==> src/rtl/mem_access_unit.sv <==
// rtl/mem_access_unit.sv - load/store unit with store buffer, load forwarding and background drain
module mem_access_unit #(
    parameter int DEPTH = 4
) (
    input  logic        clk,
    input  logic        rst,
    input  logic        req_valid,
    input  logic        req_write,
    input  logic [15:0] req_addr,
    input  logic [15:0] req_wdata,
    output logic        req_ready,
    output logic        rsp_valid,
    output logic [15:0] rsp_data,
    output logic [15:0] DataMemoryAddress,
    output logic [15:0] DataMemoryWriteData,
    output logic        DataMemoryWriteEnable,
    input  logic [15:0] DataMemoryOut,
    output logic        sb_empty
);

    localparam int AW = (DEPTH > 1) ? $clog2(DEPTH) : 1;
    localparam int CW = $clog2(DEPTH + 1);

    logic [15:0]   sb_addr [DEPTH];
    logic [15:0]   sb_data [DEPTH];
    logic [AW-1:0] head;
    logic [AW-1:0] tail;
    logic [CW-1:0] count;

    logic          store_acc;
    logic          load_acc;
    logic          drain;
    logic          fwd_hit;
    logic [15:0]   fwd_data;
    logic [AW-1:0] idx;

    assign req_ready = (count != CW'(DEPTH));
    assign sb_empty  = (count == '0);
    assign store_acc = req_valid && req_ready && req_write;
    assign load_acc  = req_valid && req_ready && !req_write;
    assign drain     = !load_acc && (count != '0);

    // Walk oldest to youngest so the last match seen is the youngest store.
    always_comb begin
        fwd_hit  = 1'b0;
        fwd_data = '0;
        idx      = '0;
        for (int i = 0; i < DEPTH; i++) begin
            idx = head + AW'(i);
            if ((CW'(i) < count) && (sb_addr[idx] == req_addr)) begin
                fwd_hit  = 1'b1;
                fwd_data = sb_data[idx];
            end
        end
    end

    always_comb begin
        DataMemoryAddress     = '0;
        DataMemoryWriteData   = '0;
        DataMemoryWriteEnable = 1'b0;
        if (load_acc) begin
            DataMemoryAddress = req_addr;
        end else if (drain) begin
            DataMemoryAddress     = sb_addr[head];
            DataMemoryWriteData   = sb_data[head];
            DataMemoryWriteEnable = 1'b1;
        end
    end

    // Entry contents need no reset; occupancy is tracked by count alone.
    always_ff @(posedge clk) begin
        if (store_acc) begin
            sb_addr[tail] <= req_addr;
            sb_data[tail] <= req_wdata;
        end
    end

    always_ff @(posedge clk or negedge rst) begin
        if (!rst) begin
            head      <= '0;
            tail      <= '0;
            count     <= '0;
            rsp_valid <= 1'b0;
            rsp_data  <= '0;
        end else begin
            rsp_valid <= load_acc;
            if (load_acc) begin
                rsp_data <= fwd_hit ? fwd_data : DataMemoryOut;
            end
            if (store_acc) begin
                tail <= tail + AW'(1);
            end
            if (drain) begin
                head <= head + AW'(1);
            end
            if (store_acc && !drain) begin
                count <= count + CW'(1);
            end else if (drain && !store_acc) begin
                count <= count - CW'(1);
            end
        end
    end

endmodule
==> config.mk <==
export PLATFORM = sky130hd
export DESIGN_NAME = mem_access_unit
export DESIGN_NICKNAME = d
export VERILOG_FILES = /design/src/rtl/mem_access_unit.sv
export SDC_FILE = /design/constraint.sdc
export NUM_CORES = 1
export LEC_CHECK = 0
export CORE_ASPECT_RATIO = 0.75
export CORE_MARGIN = 3
export CORE_UTILIZATION = 52
export DETAILED_ROUTE_END_ITERATION = 8
export HOLD_SLACK_MARGIN = 0.03
export PLACE_DENSITY = 0.77
export SETUP_SLACK_MARGIN = 0.1
export SYNTH_ARGS = -nofsm -noshare
export SYNTH_HDL_FRONTEND = slang
export SYNTH_SLANG_ARGS = --single-unit
==> constraint.sdc <==
create_clock -name clk -period 3.2 [get_ports clk]
set_clock_uncertainty 0.1 [all_clocks]
set_input_delay 0.8 -clock clk [delete_from_list [all_inputs] [get_ports clk]]
set_output_delay 0.8 -clock clk [all_outputs]
set_load 0.02 [all_outputs]
======== Word-level counts from Yosys, hierarchy flattened ========
Memories as Yosys holds them, arrays and structs flattened.
Index checks and enable logic that the tools add are counted.
storage, ports and cells
  bits in registers ....................... 24
  bits in latches ......................... 0
  memory bits (writable) .................. 128
  bits in read-only memories .............. 0
  input bits .............................. 52
  output and inout bits ................... 52
  logic and storage cells ................. 58
  memories ................................ 2
memory list
  name     words  width  rd ports  clocked after memory_dff  write ports  RTL line  RTL
  sb_addr  4      16     4         0                         1            24        logic [15:0] sb_addr [DEPTH];
  sb_data  4      16     4         0                         1            25        logic [15:0] sb_data [DEPTH];
cells by class
  $add $sub $neg .......................... 6
  $mul .................................... 0
  div/mod/pow operators ................... 0
  magnitude comparators ................... 4
  equal/unequal tests ..................... 5
  shift operators ......................... 0
  muxes and demuxes ....................... 19
  bitwise operators ....................... 0
  reductions and logical operators ........ 17
operators by type and width
  operator               count
  $mux W16               9
  $eq A16 B16 Y1         4
  $logic_and A1 B1 Y1    10
  $mux W1                8
  $lt A1 B3 Y1 const A   2
  $lt A2 B3 Y1 const A   2
  $mux W3                2
  $add A2 B1 Y2 const B  2
  $add A2 B2 Y2 const B  2
  $logic_not A1 Y1       4
  $add A3 B1 Y3 const B  1
  $logic_not A3 Y1       1
  $ne A3 B3 Y1 const B   1
  $reduce_bool A3 Y1     1
  $sub A3 B1 Y3 const B  1
  $reduce_bool A2 Y1     1

======== Depth between registers and ports, before layout ========
  word-level depth ........................ 8
  mapped depth ............................ 14
  depth with buffers taken out ............ 11

======== Least setup slack after synthesis ========
No wires, ideal clock.
  path kind ............................... register -> output
  from .................................... register head[0]
  to ...................................... output DataMemoryAddress[10]
  arrival time ............................ 2.716 ns
  required time ........................... 2.300 ns
  setup slack ............................. -0.416 ns
  cell stages (with the launch flop) ...... 11
  path buffers ............................ 8
  cells stage by stage .................... dfrtp_1 -> buf_6 -> buf_4 -> buf_2 -> buf_2 -> buf_2 -> buf_1 -> clkbuf_1 -> buf_1 -> a21oi_1 -> o22ai_1
on the way
  word-level cells in the longest chain between the ends .. 3
RTL lines
  what                    RTL line  RTL
  start, declared         26        logic [AW-1:0] head;
  start signal, assigned  94        head <= head + AW'(1);
  $mem_v2 Z4 W16          --
  $mux W16                63        end else if (drain) begin
  $mux W16                61        if (load_acc) begin
  end, declared           14        output logic [15:0] DataMemoryAddress,
No other way between the ends.

======== Worst setup path in the final report ========
  from .................................... input req_addr[0]
  to ...................................... register rsp_data[5]
on the way
  word-level cells in the longest chain between the ends .. 7
  elaborated cells on any way between the ends .. 17
  those cells by class .................... eq/ne: 4; mux: 9; reduce/logical: 4
RTL lines
  what                                                      RTL line  RTL
  start, declared                                           9         input logic [15:0] req_addr,
  $eq A16 B16 Y1                                            50        if ((CW'(i) < count) && (sb_addr[idx] == req_addr)) begin
  $logic_and A1 B1 Y1                                       50
  $mux W16 / $mux W1 (equally long branches) (4 in series)  50
  $mux W16 *                                                88        rsp_data <= fwd_hit ? fwd_data : DataMemoryOut;
  end signal, assigned                                      88
  end, declared                                             13        output logic [15:0] rsp_data,
Mark *: on every way between the ends. The rest lies on a longest branch, timed or not.
A chain may end at the register's enable or synchronous reset.

==> results.md <==
* CTS tree: done
* RSZ-0062 raised after global routing: yes
* Critical path peak fanout at 9
* Slew Viols, Final at 0
* Ports at 104
* Most common cell after layout, fill and taps aside: buf_4
* Ordered cell list for the critical path: clkdlybuf4s50_1, buf_4, xor2_1, nand3_1, a2111o_1, a311oi_4, buf_12, buf_12, a221oi_1, or3_1, a21oi_1
* Crit path arrival time at 3.72 ns
* CTS max path bufs at 2
* Multi-input gate area at 5310 um2
* Async SR Flop Fraction at 15.8%
* Die H at 124 um
* Crit share post-route at 109%
* Pin count of the biggest net entering global routing at 56
* Largest area contributor in the synthesized netlist: edfxtp_1
* Vias in the first global route at 7,906
* Worst path top cell family by delay: buffers and inverters
* Peak per-stage delay on the critical path at 0.58 ns
* Place WS at -0.619 ns
* Diode count at 0
* Final Net Count at 1,138
* Leak at 5.42 nW
* Seq/Total Area, Yosys at 45.7%
* Pin slew with the least headroom to its limit at 0.783 ns
* Via/cell ratio at 6.40
* Critical Path Most Common Cell: buf_12
* Area post-placement at 11,900 um2
* Most frequent cells in the layout: buf_4 (169), edfxtp_1 (128), mux2i_1 (91)
* Max-cap violations at 0
* Wire per inst at 24.3 um
* Drt pass-1 iters at 8
* CP Buf/Inv Count at 4
* Core ar. at 18,000 um2
* EDFF count, synth at 128
* Drt drc at 0
* DRT Wirelength at 32,400 um
* Synthesis-to-finish area growth at 41.6%
* Initial DRC count at 1,185
* Initial antenna violation count at 0
* HPWL after DPL at 18,900 um
* Syn nets at 884
* Worst-path clk slew at 0.07 ns
* Clk Latency, worst-skew pair at 0.43 ns
* Fmax at 288 MHz
* Syn Area/Cell at 11.8 um2
* Status: finished with violations
* Top-area cell type share of the netlist area at 39.5%
* Pwr per Cell Area at 946 nW/um2
* Setup CP Type: in2reg
* # H-tree levels at 4
* CP startpoint kind: input pin
* Final setup fails at 23
* CP Capture Type: flip-flop
* Overall Power at 13.0 mW
* Initial core utilization at 54.1%
* Post-synthesis sequential element count at 152
* Critical Path RT at 3.45 ns
* Most used DFF post-synth: edfxtp_1
* Row cnt at 42
* Final RePlAce weighted congestion at 0.966
* Die width at 164 um
* Die ar. at 20,400 um2
* Cts hold-fix bufs at 0
* Sink Count at 152
* Vias at 8,519
* IR drop worst, VDD at 0.000465 V
* Grt ovf at 0
* Cell Area, Synth at 9730 um2
* Worst path slowest cell: clkdlybuf4s50_1
* Synth unique cells at 59
* Hold violation total from the final report at 0
* Final ANT Viol Nets at 0
* Design area at 13,800 um2
* First-pass GRT wire length at 43,600 um
* Hold/Removal Path Class: reg2reg
* Post-synthesis cell count at 823
* Inserted Clock Buffers at 17
* Root buffer cell: clkbuf_16
* FF+latch area at 4450 um2
* Crit path time final at 3.47 ns
* Number of buffers added on ports at 103
* Fill cell count at 1,068
* Largest cells by area after synthesis: edfxtp_1 (40%), mux2i_1 (11%), mux4_2 (8.8%), dfrtp_1 (6.2%), xnor2_1 (4.7%)
* Yosys warnings at 0
* Total GRT Usage at 27.7%
* Layout cell share with drive strength beyond 1 at 38.3%
* Setup WS post-layout at -0.273 ns
* Violated checks: negative setup slack
* Slew HR at 47.8%
-- metal layers --
layer	vias up	part of all wire, %	GRT usage [%]
li1	3649	-	-
met1	4184	40	40.7
met2	596	46	41.4
met3	90	11	6.91
met4	0	2.9	7.21
met5	-	0	0
-- final timing paths --
kind | slack (ns) | endpoint | startpoint | cells past startpoint
max in group asynchronous | 2.02 | head[0] | rst | 2
max reg2reg | -0.26 | rsp_data[5] | head[1] | 11
min in group asynchronous | 0.66 | rsp_data[8] | rst | 2
min | 0.49 | rsp_data[8] | rsp_data[8] | 2
min reg2reg | 0.49 | rsp_data[8] | rsp_data[8] | 2
max | -0.27 | rsp_data[5] | req_addr[0] | 11
-- timing repair --
action | in CTS | in global routing
gates cloned | 2 | 8
pin swaps | 4 | 27
endpoints found under the setup margin | 49 | 49
buffers inserted | 34 | 38
gates resized for setup | 206 | 113
-- worst reg2reg max path, stage by stage, from the launching register on --
cell and delay (ns):
dfrtp_4 0.55, buf_4 0.20, mux2i_2 0.40, xnor2_1 0.11
a2111o_1 0.36, a2111o_1 0.42, a311oi_4 0.34, buf_12 0.18
buf_12 0.12, a221oi_1 0.08, or3_1 0.34, a21oi_1 0.17
-- metrics by stage --
step	instances	TNS [ns]	hold slack (ns)	util, %
final	1332	-3.91	0.493	76.7
after CTS	1286	-1.83	0.479	71.7
after global placement	1218	-25.63	0.461	66.0
after detailed placement	1218	-26.18	0.464	66.0
after floorplan	823	0	0.404	-
after global routing	1332	-5.19	0.525	76.7
-- logic make-up (layout without fill, tap and decap cells) --
| kind of cell | after synthesis | count (layout) | share of synthesized area [%] |
|---|---|---|---|
| fa+ha+maj | 9 | 9 | 1.16 |
| buf+inv | 87 | 354 | 4.31 |
| xor+xnor | 67 | 67 | 6.03 |
| compound gates | 165 | 165 | 11.9 |
| mux | 164 | 164 | 22.0 |
| simple gates | 179 | 179 | 8.94 |
| flops | 152 | 152 | 45.7 |
-- area by class of cell --
cell class,count,share of cell area (%)
clock buffers,20,3.39
clock inverters,12,1.03
inverters,13,0.463
multi-input cells,584,38.5
flip-flops and latches,152,32.3
well taps,242,2.20
repair buffers,309,22.1
-- synth_stat cells (11+ instances only) --
library cell / instances
a221oi_1: 18
mux2i_1: 104
clkbuf_1: 40
o22ai_1: 15
xor2_1: 15
or3_1: 25
a21oi_1: 47
edfxtp_1: 128
o21ai_0: 23
dfrtp_1: 24
xnor2_1: 52
mux2_2: 21
inv_1: 12
and2_1: 20
a21boi_0: 15
nand2_1: 66
buf_2: 11
mux4_2: 38
nor2_1: 34
-- sequential cells by signal, indices dropped and copies added, names as in the netlist --
name / cells
count: 3
head: 2
rsp_data: 16
rsp_valid: 1
sb_addr: 64
sb_data: 64
tail: 2
-- where the power goes --
group | switching [mW] | leakage [nW] | internal [mW]
Combinational | 4.03 | 3.70 | 4.22
Clock | 0.855 | 0.287 | 1.22
Sequential | 0.246 | 1.43 | 2.47
Note: power is estimated with default switching activity, not from simulation.
